--- src/rtl/vjtag_regbank_if.sv ---
// Virtual-JTAG hub <-> client signal bundle.
//   tdi                 serial data from hub
//   tdo                 serial data back to hub (driven by the client)
//   ir_in               virtual instruction register
//   virtual_state_cdr   Capture-DR qualifier
//   virtual_state_sdr   Shift-DR qualifier
//   virtual_state_udr   Update-DR qualifier
// master = hub side, slave = register-bank client side.
interface vjtag_regbank_if #(
  parameter int IR_WIDTH = 3
) ();
  logic                tdi;
  logic                tdo;
  logic [IR_WIDTH-1:0] ir_in;
  logic                virtual_state_cdr;
  logic                virtual_state_sdr;
  logic                virtual_state_udr;

  modport master (
    output tdi, ir_in, virtual_state_cdr, virtual_state_sdr, virtual_state_udr,
    input  tdo
  );

  modport slave (
    input  tdi, ir_in, virtual_state_cdr, virtual_state_sdr, virtual_state_udr,
    output tdo
  );
endinterface

--- src/rtl/vjtag_regbank.sv ---
// Virtual-JTAG register bank client.
// Exposes BYPASS, ID, ADDR, DATA and STATUS data registers selected by the
// virtual IR. DATA reads/writes NUM_REGS control registers at the current
// address (optionally auto-incrementing); STATUS captures a fabric word.
// Ports:
//   tck            JTAG clock from the hub; all state updates on posedge
//   rst            asynchronous reset, active-high
//   jtag           hub signal bundle (tdi, tdo, ir_in, CDR/SDR/UDR qualifiers)
//   status_in      fabric status word, sampled on Capture-DR of STATUS
//   ctrl_out       control registers, reg[i] at [i*DR_WIDTH +: DR_WIDTH]
//   update_strobe  one-tck pulse following each accepted DATA write
//   update_addr    address of the most recent accepted DATA write
module vjtag_regbank #(
  parameter int                 IR_WIDTH   = 3,
  parameter int                 DR_WIDTH   = 8,
  parameter int                 NUM_REGS   = 4,
  parameter int                 ADDR_WIDTH = 2,
  parameter logic [DR_WIDTH-1:0] ID_VALUE  = 8'hA5,
  parameter int                 AUTO_INC   = 1
) (
  input  logic                         tck,
  input  logic                         rst,
  vjtag_regbank_if.slave               jtag,
  input  logic [DR_WIDTH-1:0]          status_in,
  output logic [NUM_REGS*DR_WIDTH-1:0] ctrl_out,
  output logic                         update_strobe,
  output logic [ADDR_WIDTH-1:0]        update_addr
);

  localparam logic [IR_WIDTH-1:0] IR_ID     = IR_WIDTH'(1);
  localparam logic [IR_WIDTH-1:0] IR_ADDR   = IR_WIDTH'(2);
  localparam logic [IR_WIDTH-1:0] IR_DATA   = IR_WIDTH'(3);
  localparam logic [IR_WIDTH-1:0] IR_STATUS = IR_WIDTH'(4);

  logic                  bypass_reg;
  logic [DR_WIDTH-1:0]   sr;
  logic [ADDR_WIDTH-1:0] addr;
  logic [DR_WIDTH-1:0]   regs [NUM_REGS];

  logic                  sel_sr;
  logic                  addr_in_range;
  logic [ADDR_WIDTH-1:0] addr_inc;
  logic [DR_WIDTH-1:0]   rd_data;

  // Every code that is not a real data register behaves as BYPASS.
  always_comb begin
    sel_sr = 1'b0;
    case (jtag.ir_in)
      IR_ID, IR_ADDR, IR_DATA, IR_STATUS: sel_sr = 1'b1;
      default:                            sel_sr = 1'b0;
    endcase
  end

  assign jtag.tdo = sel_sr ? sr[0] : bypass_reg;

  always_comb begin
    addr_in_range = (32'(addr) < NUM_REGS);
    if (32'(addr) + 1 == NUM_REGS) begin
      addr_inc = '0;
    end else begin
      addr_inc = addr + ADDR_WIDTH'(1);
    end
  end

  // Out-of-range addresses match no register and read back as zero.
  always_comb begin
    rd_data = '0;
    for (int i = 0; i < NUM_REGS; i++) begin
      if (addr == ADDR_WIDTH'(i)) rd_data = regs[i];
    end
  end

  always_ff @(posedge tck or posedge rst) begin
    if (rst) begin
      bypass_reg    <= 1'b0;
      sr            <= '0;
      addr          <= '0;
      update_strobe <= 1'b0;
      update_addr   <= '0;
      for (int i = 0; i < NUM_REGS; i++) regs[i] <= '0;
    end else begin
      update_strobe <= 1'b0;
      // Qualifiers are normally exclusive; if not, capture wins over shift over update.
      if (jtag.virtual_state_cdr) begin
        case (jtag.ir_in)
          IR_ID:     sr <= ID_VALUE;
          IR_ADDR:   sr <= DR_WIDTH'(addr);
          IR_DATA:   sr <= rd_data;
          IR_STATUS: sr <= status_in;
          default:   bypass_reg <= 1'b0;
        endcase
      end else if (jtag.virtual_state_sdr) begin
        if (sel_sr) begin
          sr <= {jtag.tdi, sr[DR_WIDTH-1:1]};
        end else begin
          bypass_reg <= jtag.tdi;
        end
      end else if (jtag.virtual_state_udr) begin
        case (jtag.ir_in)
          IR_ADDR: addr <= sr[ADDR_WIDTH-1:0];
          IR_DATA: begin
            if (addr_in_range) begin
              for (int i = 0; i < NUM_REGS; i++) begin
                if (addr == ADDR_WIDTH'(i)) regs[i] <= sr;
              end
              update_addr   <= addr;
              update_strobe <= 1'b1;
              if (AUTO_INC != 0) addr <= addr_inc;
            end else if (AUTO_INC != 0) begin
              addr <= '0;
            end
          end
          default: ;
        endcase
      end
    end
  end

  for (genvar g = 0; g < NUM_REGS; g++) begin : g_ctrl
    assign ctrl_out[g*DR_WIDTH +: DR_WIDTH] = regs[g];
  end

endmodule

--- src/flat_wrapper.sv ---
// flat-port wrapper written by rule: the top's interface ports become plain ports
module vjtag_regbank_flat 
#(
  parameter int                 IR_WIDTH   = 3,
  parameter int                 DR_WIDTH   = 8,
  parameter int                 NUM_REGS   = 4,
  parameter int                 ADDR_WIDTH = 2,
  parameter logic [DR_WIDTH-1:0] ID_VALUE  = 8'hA5,
  parameter int                 AUTO_INC   = 1
)
  (tck, rst, status_in, ctrl_out, update_strobe, update_addr, jtag_tdi, jtag_ir_in, jtag_virtual_state_cdr, jtag_virtual_state_sdr, jtag_virtual_state_udr, jtag_tdo);
  vjtag_regbank_if #(.IR_WIDTH(IR_WIDTH)) jtag_i ();
  input  logic tck;
  input  logic rst;
  input  logic [DR_WIDTH-1:0] status_in;
  output logic [NUM_REGS*DR_WIDTH-1:0] ctrl_out;
  output logic update_strobe;
  output logic [ADDR_WIDTH-1:0] update_addr;
  input wire logic [$bits(jtag_i.tdi)-1:0] jtag_tdi;
  input wire logic [$bits(jtag_i.ir_in)-1:0] jtag_ir_in;
  input wire logic [$bits(jtag_i.virtual_state_cdr)-1:0] jtag_virtual_state_cdr;
  input wire logic [$bits(jtag_i.virtual_state_sdr)-1:0] jtag_virtual_state_sdr;
  input wire logic [$bits(jtag_i.virtual_state_udr)-1:0] jtag_virtual_state_udr;
  output wire logic [$bits(jtag_i.tdo)-1:0] jtag_tdo;
  assign jtag_i.tdi = jtag_tdi;
  assign jtag_i.ir_in = jtag_ir_in;
  assign jtag_i.virtual_state_cdr = jtag_virtual_state_cdr;
  assign jtag_i.virtual_state_sdr = jtag_virtual_state_sdr;
  assign jtag_i.virtual_state_udr = jtag_virtual_state_udr;
  assign jtag_tdo = jtag_i.tdo;
  vjtag_regbank #(.IR_WIDTH(IR_WIDTH), .DR_WIDTH(DR_WIDTH), .NUM_REGS(NUM_REGS), .ADDR_WIDTH(ADDR_WIDTH), .ID_VALUE(ID_VALUE), .AUTO_INC(AUTO_INC)) u_core (.tck(tck), .rst(rst), .jtag(jtag_i), .status_in(status_in), .ctrl_out(ctrl_out), .update_strobe(update_strobe), .update_addr(update_addr));
endmodule
--- config.mk ---
export PLATFORM = sky130hd
export DESIGN_NAME = vjtag_regbank_flat
export DESIGN_NICKNAME = d
export VERILOG_FILES = /design/src/rtl/vjtag_regbank_if.sv /design/src/rtl/vjtag_regbank.sv /design/src/flat_wrapper.sv
export SDC_FILE = /design/constraint.sdc
export NUM_CORES = 1
export LEC_CHECK = 0
export ABC_AREA = 0
export BUFFER_PORTS_ARGS = -buffer_cell sky130_fd_sc_hd__buf_4
export CAP_MARGIN = 10
export CORE_MARGIN = 2
export CORE_UTILIZATION = 30
export CTS_CLUSTER_SIZE = 28
export DETAILED_ROUTE_END_ITERATION = 12
export SLEW_MARGIN = 20
export SYNTH_ARGS = -nofsm -noshare
export SYNTH_HDL_FRONTEND = slang
export SYNTH_SLANG_ARGS = --single-unit
--- constraint.sdc ---
create_clock -name tck -period 2.3 [get_ports tck]
set_input_delay 0.46 -clock tck [delete_from_list [all_inputs] [get_ports tck]]
set_output_delay 0.46 -clock tck [all_outputs]
set_load 0.02 [all_outputs]
After elaboration in Yosys (flattened, before gate mapping)
Index checks and enable logic that the tools add are counted.
{"block": "totals", "reg_bits": 46, "in_bits": 17, "output_inout_bits": 36, "wordCells": 57}
{"block": "classes", "add_sub_neg": 2, "n_eq_ne": 11, "n_mux": 20, "n_bitwise": 2, "n_reduce_logical": 13}
{"cell": "8-bit 2-to-1 mux", "count": 7}
{"cell": "32-bit by 3-bit equality test with 1-bit output (second input constant)", "count": 1}
{"cell": "8-bit case mux with 4 select lines", "count": 1}
{"cell": "5-bit AND reduction", "count": 4}
{"cell": "1-bit 2-to-1 mux", "count": 10}
{"cell": "4-bit AND reduction", "count": 2}
{"cell": "3-bit by 2-bit equality test with 1-bit output (second input constant)", "count": 2}
{"cell": "3-bit AND reduction", "count": 2}
{"cell": "2-bit nonzero test", "count": 3}
{"cell": "5-bit by 1-bit != test with 1-bit output (second input constant)", "count": 1}
{"cell": "2-bit equality test (second input constant)", "count": 2}
{"cell": "2-bit != test (second input constant)", "count": 2}
{"cell": "2-bit case mux with 2 select lines", "count": 1}
{"cell": "4-bit OR reduction", "count": 1}
{"cell": "2-bit by 1-bit adder with 3-bit output (second input constant)", "count": 1}
{"cell": "3-bit by 1-bit equality test with 1-bit output (second input constant)", "count": 1}
{"cell": "3-bit equality test (second input constant)", "count": 1}
{"cell": "2-bit by 1-bit adder with 2-bit output (second input constant)", "count": 1}
{"cell": "2-bit by 1-bit equality test with 1-bit output (second input constant)", "count": 1}
{"cell": "2-bit zero test", "count": 1}
{"cell": "2-bit 2-to-1 mux", "count": 1}
{"cell": "1-bit inverter", "count": 2}

Depth between registers and ports, before layout
Gate-level depths: netlist (run 1).
{"block": "logic_depth", "word_depth": 7, "ltp_mapped": 8, "depth_no_buf": 6}

Worst setup path after synthesis (run 1)
No wires, ideal clock.
{"block": "synth_timing", "kind": "input port to output port", "start": "input port jtag_ir_in[1]", "end": "output port jtag_tdo", "arrival_ns": 1.617, "t_required_ns": 1.840, "path_slack_ns": 0.223, "cell_stages": 4, "path_buffers": 1, "cell_sequence": "buf_2 -> or3_1 -> and2_1 -> o21ai_0"}
{"block": "synth_between", "elab_chain_len": 4, "word_cells_on_any_way": 7, "cone_classes": "eq/ne: 4; mux: 2; reduce/logical: 1"}
{"item": "start, declared", "line": "flat_wrapper.sv:20", "text": "input wire logic [$bits(jtag_i.ir_in)-1:0] jtag_ir_in;"}
{"item": "3-bit by 1-bit equality test with 1-bit output (tied with other cells)", "line": "vjtag_regbank.sv:48", "text": "case (jtag.ir_in)"}
{"item": "4-bit OR reduction (no source line) *"}
{"item": "1-bit 2-to-1 mux *", "line": "vjtag_regbank.sv:48"}
{"item": "1-bit 2-to-1 mux *", "line": "vjtag_regbank.sv:54", "text": "assign jtag.tdo = sel_sr ? sr[0] : bypass_reg;"}
{"item": "end, declared", "line": "flat_wrapper.sv:24", "text": "output wire logic [$bits(jtag_i.tdo)-1:0] jtag_tdo;"}
Every way passes the cells marked *; elsewhere a longest branch is shown, timed or not.

Worst setup path in the final report (run 1)
{"block": "layout_timing", "start": "input port jtag_ir_in[2]", "end": "output port jtag_tdo"}
Same word-level chain as after synthesis.

==> flow_metrics.env, run 1 <==
export IMPL_cts_tree="done"
export IMPL_rsz0062_at_grt="no"
export IMPL_maxCapViolCount=0
export IMPL_ys_seq_area_frac=0.4536
export IMPL_clkLatencyLatePin_ns=0.30
export IMPL_setup_viol=0
export IMPL_core_mm2=0.008217
export IMPL_crit_path_end_kind="output port"
export IMPL_cts_resized=0
export IMPL_p_seq_frac=0.465
export IMPL_cts_setup_buffers=0
export IMPL_fillers=818
export IMPL_antenna_found_initial=0
export IMPL_syn_nets=236
export IMPL_hold_violations=0
export IMPL_cp_start_kind="input port"
export IMPL_swShare=0.3390
export IMPL_cts_root_buf="clkbuf_8"
export IMPL_synth_compound_area_frac=0.1297
export IMPL_grt_use_total=0.1494
export IMPL_yosysWarnings=0
export IMPL_post_synth_top_count_cell="dfrtp_1"
export IMPL_vias_per_cell=4.870
export IMPL_rrSetupSlack_ns=0.30
export IMPL_die_x_um=95.97
export IMPL_syn_cell_area_mm2=0.002537
export IMPL_synth_top_flop_cell="dfrtp_1"
export IMPL_skew_ns=0.006893
export IMPL_yosysUniqueCellTypes=45
export IMPL_fin_hold_ws_ns=0.1911
export IMPL_synth_xor_area_share=0
export IMPL_synth_edff_count=0
export IMPL_wl_um=6422
export IMPL_period_needed_ns=2.027
export IMPL_synth_top_cells_by_count="dfrtp_1 (46), mux2_4 (32), o21ai_0 (20)"
export IMPL_hpwlAfterDp_um=4808
export IMPL_p_clk_frac=0.233
export IMPL_port_buffers=52
export IMPL_final_cells=378
export IMPL_power_leakage_nw=1.564
export IMPL_synthCells=214
export IMPL_htreeDepth=2
export IMPL_yosys_top_cells_area="dfrtp_1 (45%), mux2_4 (19%), o21ai_0 (3.9%), nand2_8 (3.2%), nand2_1 (2.8%)"
export IMPL_route_antenna_remaining_nets=0
export IMPL_synth_async_reset_ratio=1.000
export IMPL_grt_pass1_vias=1824
export IMPL_synth_simple_gate_area_share=0.1543
export IMPL_synth_top_family_by_area="multiplexers"
export IMPL_crit_arrival_ns=1.57
export IMPL_critical_path_class="input port to output port"
export IMPL_cts_clk_slew_worst_paths_ns=0.09
export IMPL_clock_fmax_ghz=0.4933
export IMPL_worstHoldPathType="input port to asynchronous set/reset pin"
export IMPL_multi_input_area_mm2=0.001296
export IMPL_first_iter_violations=103
export IMPL_grt_first_pass_wirelength_um=10200
export IMPL_num_io_pins=53
export IMPL_outcome="finished clean"
export IMPL_dr_pass1_iters=4
export IMPL_cts_buffer_depth=2
export IMPL_power_internal_w=0.001471
export IMPL_final_nets=294
export IMPL_r2r_cells=6
export IMPL_tightest_slew_ns=0.5185
export IMPL_finalSetupTns_ns=0
export IMPL_regToRegStartpoint="u_core.addr[0]$_DFFE_PP0P_"
export IMPL_combPwrFrac=0.302
export IMPL_fp_dieArea_mm2=0.009209
export IMPL_synthAdderAreaFrac=0.02465
export IMPL_layout_drive_gt1_share=0.4029
export IMPL_r2r_end="u_core.sr[3]$_DFFE_PP0P_"
export IMPL_grt_overflow=0
export IMPL_numClockSinks=46
export IMPL_synth_top_cell_by_area="dfrtp_1"
export IMPL_largest_register_ffs=32
export IMPL_wl_per_cell_um=16.99
export IMPL_ir_worst_vdd_v=0.0002366
export IMPL_route_detailed_drc=0
export IMPL_grt_max_degree=27
export IMPL_gp_congestion=0.8539
export IMPL_switchingPower_w=0.0007545
export IMPL_critPathMaxFanout=10
export IMPL_synth_mux_area_frac=0.2022
export IMPL_synth_top_area_share=0.4536
export IMPL_rows=33
export IMPL_synth_seq_cells=46
export IMPL_vias=1841
export IMPL_die_h_um=95.97
export IMPL_antenna_cells=0
export IMPL_startpoint="jtag_ir_in[2]"
export IMPL_area_delta_synth_final_pct=24.16
export IMPL_period_share=0.8814
export IMPL_cts_buffers=5
export IMPL_slew_viol_final=0
export IMPL_placed_cells=370
export IMPL_cp_data_required_time_ns=1.84
export IMPL_final_seq_area_mm2=0.001151
export IMPL_slew_headroom=0.6538
export IMPL_floorplan_initialDensity=0.3088
export IMPL_cts_hold_buf=0
export IMPL_powerDensity_mw_per_mm2=706.3
export IMPL_endpoint="jtag_tdo"
export IMPL_postSynthAreaPerCell_um2=11.86
-- routing by layer --
layer | global-route usage | wire [um]
met4 | 0.04881 | 126
met5 | 0 | 0
met2 | 0.2214 | 2921
met1 | 0.2170 | 3029
met3 | 0.03132 | 344
-- through the flow --
| stage | utilization | instance area, um^2 | worst slack [ns] | power, W |
|---|---|---|---|---|
| after floorplan | - | 2537 | 0.2226 | 0.001456 |
| after global placement | 0.3723 | 3059 | 0.2782 | 0.001724 |
| after detailed placement | 0.3723 | 3059 | 0.2825 | 0.001732 |
| after CTS | 0.3834 | 3151 | 0.2650 | 0.002238 |
| after global routing | 0.3834 | 3151 | 0.1158 | 0.002353 |
| final | 0.3834 | 3151 | 0.2727 | 0.002225 |
-- cells by family after synthesis --
group | after synthesis
AO/OA/AOI/OAI | 51
adder cells (fa/ha/maj) | 5
buffers and inverters | 17
flip-flops | 46
multiplexers | 35
AND/OR/NAND/NOR | 60
-- power by group through the flow --
stage | clock network, W | logic, W | registers, W
after floorplan | 0 | 0.000360 | 0.00110
after global placement | 0 | 0.000672 | 0.00105
after detailed placement | 0 | 0.000678 | 0.00105
after CTS | 0.000519 | 0.000680 | 0.00104
after global routing | 0.000558 | 0.000736 | 0.00106
final | 0.000518 | 0.000672 | 0.00104
-- cells in the final DEF (no fill, tap or decap), types with 2 or more instances in the layout --
cell type / netlist / layout
buf_4: 1 / 60
o21ai_0: 20 / 20
nor2_1: 4 / 4
nand2_1: 19 / 19
mux2_2: 2 / 2
nand3b_1: 3 / 3
nand3_1: 4 / 4
o311ai_0: 2 / 2
ha_1: 5 / 5
a21oi_1: 9 / 9
dfrtp_1: 46 / 46
nor3_1: 3 / 3
nand2b_1: 5 / 5
nor2b_1: 2 / 2
and2_1: 3 / 3
mux2_4: 32 / 32
a211oi_1: 2 / 2
nand2_8: 4 / 4
a21o_1: 2 / 2
and3b_1: 3 / 3
a2111oi_0: 2 / 2
clkbuf_8: 0 / 6
and3_1: 3 / 3
inv_1: 8 / 7
a311oi_1: 4 / 4
-- critical path, stage by stage --
cell	delay, ns
buf_4	0.14
or3_1	0.40
and2_1	0.22
o21ai_0	0.18
buf_4	0.17
-- worst min path at each step --
| stage | start | depth (start not counted) | slack (ns) | endpoint |
|---|---|---|---|---|
| finish | rst | 2 | 0.19 | u_core.ctrl_out[22]$_DFFE_PP0P_ |
| global route | rst | 2 | 0.24 | u_core.ctrl_out[22]$_DFFE_PP0P_ |
| CTS | rst | 2 | 0.22 | u_core.ctrl_out[23]$_DFFE_PP0P_ |
| detailed placement | u_core.bypass_reg$_DFFE_PP0P_ | 1 | 0.50 | u_core.bypass_reg$_DFFE_PP0P_ |
| global placement | u_core.bypass_reg$_DFFE_PP0P_ | 1 | 0.50 | u_core.bypass_reg$_DFFE_PP0P_ |
| floorplan | u_core.bypass_reg$_DFFE_PP0P_ | 1 | 0.47 | u_core.bypass_reg$_DFFE_PP0P_ |
-- final cells by class --
type                       instances  share of cell area
inverter                           8            0.009531
sequential                        46              0.3654
tap                              105             0.04170
multi-input combinational        151              0.4114
clock inverter                     1            0.001589
timing repair buffer              60              0.1430
clock buffer                       7             0.02740
No activity file was read; power rests on OpenSTA's default activity.
==> run 2: changes to the inputs <==
Settings changed: CORE_ASPECT_RATIO set to 2.
==> flow_metrics.env, run 2 (synthesis gave the netlist of run 1 again) <==
export IMPL_outcome="finished clean"
export IMPL_grt_overflow=0
export IMPL_rsz0062_at_grt="no"
export IMPL_slowest_delay_ns=0.39
export IMPL_endpoint="jtag_tdo"
export IMPL_final_cell_mix="buf_4 (59), dfrtp_1 (46), mux2_4 (32)"
export IMPL_fp_dieArea_mm2=0.009254
export IMPL_final_area_mm2=0.003209
export IMPL_cts_setup_buffers=0
export IMPL_grt_max_degree=31
export IMPL_slew_headroom=0.5749
export IMPL_placed_cells=362
export IMPL_area_delta_synth_final_pct=26.48
export IMPL_dpl_instance_area_mm2=0.003043
export IMPL_layout_drive_gt1_share=0.4044
export IMPL_cp_slowest_cell="or3_1"
export IMPL_cts_hold_buf=0
export IMPL_p_seq_frac=0.416
export IMPL_swShare=0.3155
export IMPL_clkLatencyLatePin_ns=0.29
export IMPL_power_internal_w=0.001720
export IMPL_wl_um=6714
export IMPL_worstHoldPathType="input port to asynchronous set/reset pin"
export IMPL_rrSetupSlack_ns=0.35
export IMPL_wl_per_cell_um=18.15
export IMPL_vias=1903
export IMPL_grt_pass1_vias=1959
export IMPL_floorplan_initialDensity=0.3082
export IMPL_cts_root_buf="clkbuf_16"
export IMPL_final_nets=293
export IMPL_largest_register_ffs=32
export IMPL_p_clk_frac=0.316
export IMPL_rows=47
export IMPL_fillers=828
export IMPL_crit_arrival_ns=1.53
export IMPL_grt_first_pass_wirelength_um=10620
export IMPL_dr_pass1_iters=4
export IMPL_setup_viol=0
export IMPL_combPwrFrac=0.268
export IMPL_port_buffers=52
export IMPL_num_io_pins=53
export IMPL_cts_tree="done"
export IMPL_route_antenna_remaining_nets=0
export IMPL_vias_per_cell=5.143
export IMPL_htreeDepth=2
export IMPL_first_iter_violations=83
export IMPL_ir_worst_vdd_v=0.0003034
export IMPL_cts_buffer_depth=2
export IMPL_period_needed_ns=1.987
export IMPL_critPathMaxFanout=10
export IMPL_maxCapViolCount=0
export IMPL_route_detailed_drc=0
export IMPL_antenna_cells=0
export IMPL_mostFrequentLayoutCell="buf_4"
export IMPL_slew_viol_final=0
export IMPL_post_route_util=0.3898
export IMPL_fin_hold_ws_ns=0.2621
export IMPL_crit_path_end_kind="output port"
export IMPL_clock_fmax_ghz=0.5032
export IMPL_cp_start_kind="input port"
export IMPL_power_leakage_nw=1.594
export IMPL_r2r_end="u_core.sr[7]$_DFFE_PP0P_"
export IMPL_critical_path_class="input port to output port"
export IMPL_finalSetupTns_ns=0
export IMPL_gp_congestion=0.8299
export IMPL_cts_resized=0
export IMPL_cp_data_required_time_ns=1.84
export IMPL_cts_buffers=5
export IMPL_r2r_cells=6
export IMPL_hold_violations=0
export IMPL_numClockSinks=46
export IMPL_hpwlAfterDp_um=5059
export IMPL_die_x_um=69.03
export IMPL_grt_use_total=0.1499
export IMPL_tightest_slew_ns=0.6368
export IMPL_regToRegStartpoint="u_core.addr[0]$_DFFE_PP0P_"
export IMPL_period_share=0.8640
export IMPL_cpMostUsedCell="buf_4"
export IMPL_cts_clk_slew_worst_paths_ns=0.06
export IMPL_switchingPower_w=0.0007929
export IMPL_die_h_um=134.1
export IMPL_final_cells=370
export IMPL_core_mm2=0.008233
export IMPL_skew_ns=0.003953
export IMPL_antenna_found_initial=0
export IMPL_path_cells="buf_4, or3_1, and2_1, o21ai_0, buf_4"
export IMPL_powerDensity_mw_per_mm2=783.1
export IMPL_startpoint="jtag_ir_in[2]"
## run 2: changes by cell type in the layout (fill, tap and decap cells not counted), sizes merged
| cell | change |
|---|---|
| clkinv | -1 |
| buf | -1 |
| clkbuf | +1 |
## run 2: layer usage
metal | share of wire | GRT usage
met1 | 0.38 | 0.1584
met2 | 0.57 | 0.2837
met5 | 0 | 0
met4 | 0.024 | 0.07516
met3 | 0.028 | 0.02029
## run 2: final cells by class
type / instances / area [um^2] / area share
Multi-Input combinational cell: 151 / 1296 / 0.4039
Sequential cell: 46 / 1151 / 0.3587
Timing Repair Buffer: 59 / 442.9 / 0.1380
Tap cell: 98 / 122.6 / 0.03821
Inverter: 8 / 30.03 / 0.009357
Clock buffer: 8 / 166.4 / 0.05185
## run 2: through the flow
stage	setup WS (ns)	power [W]
5_1_grt	0.1915	0.002641
3_5_place_dp	0.3256	0.001738
4_1_cts	0.3116	0.002543
2_1_floorplan	0.2226	0.001456
3_3_place_gp	0.2817	0.001730
6_report	0.3127	0.002513
## run 2: how the worst min path moves through the flow
stage,start,endpoint,slack (ns),cells after the start
finish,rst,u_core.addr[1]$_DFFE_PP0P_,0.26,2
CTS,rst,u_core.update_addr[1]$_DFFE_PP0P_,0.29,2
detailed placement,u_core.bypass_reg$_DFFE_PP0P_,u_core.bypass_reg$_DFFE_PP0P_,0.50,1
floorplan,u_core.bypass_reg$_DFFE_PP0P_,u_core.bypass_reg$_DFFE_PP0P_,0.47,1
global placement,u_core.bypass_reg$_DFFE_PP0P_,u_core.bypass_reg$_DFFE_PP0P_,0.49,1
global route,rst,u_core.addr[0]$_DFFE_PP0P_,0.32,2
## run 2: power by group through the flow
stage               Clock [W]  Sequential, W  Combinational (W)
floorplan                   0        0.00110           0.000360
global placement            0        0.00106           0.000670
detailed placement          0        0.00106           0.000677
CTS                  0.000816        0.00105           0.000680
global route         0.000845        0.00106           0.000734
finish               0.000794        0.00105           0.000674
## run 2: worst max-delay path: cells and delay by family
kind | cells | cell delay [ns]
buffers and inverters | 2 | 0.29
AO/OA/AOI/OAI | 1 | 0.16
AND/OR/NAND/NOR | 2 | 0.61
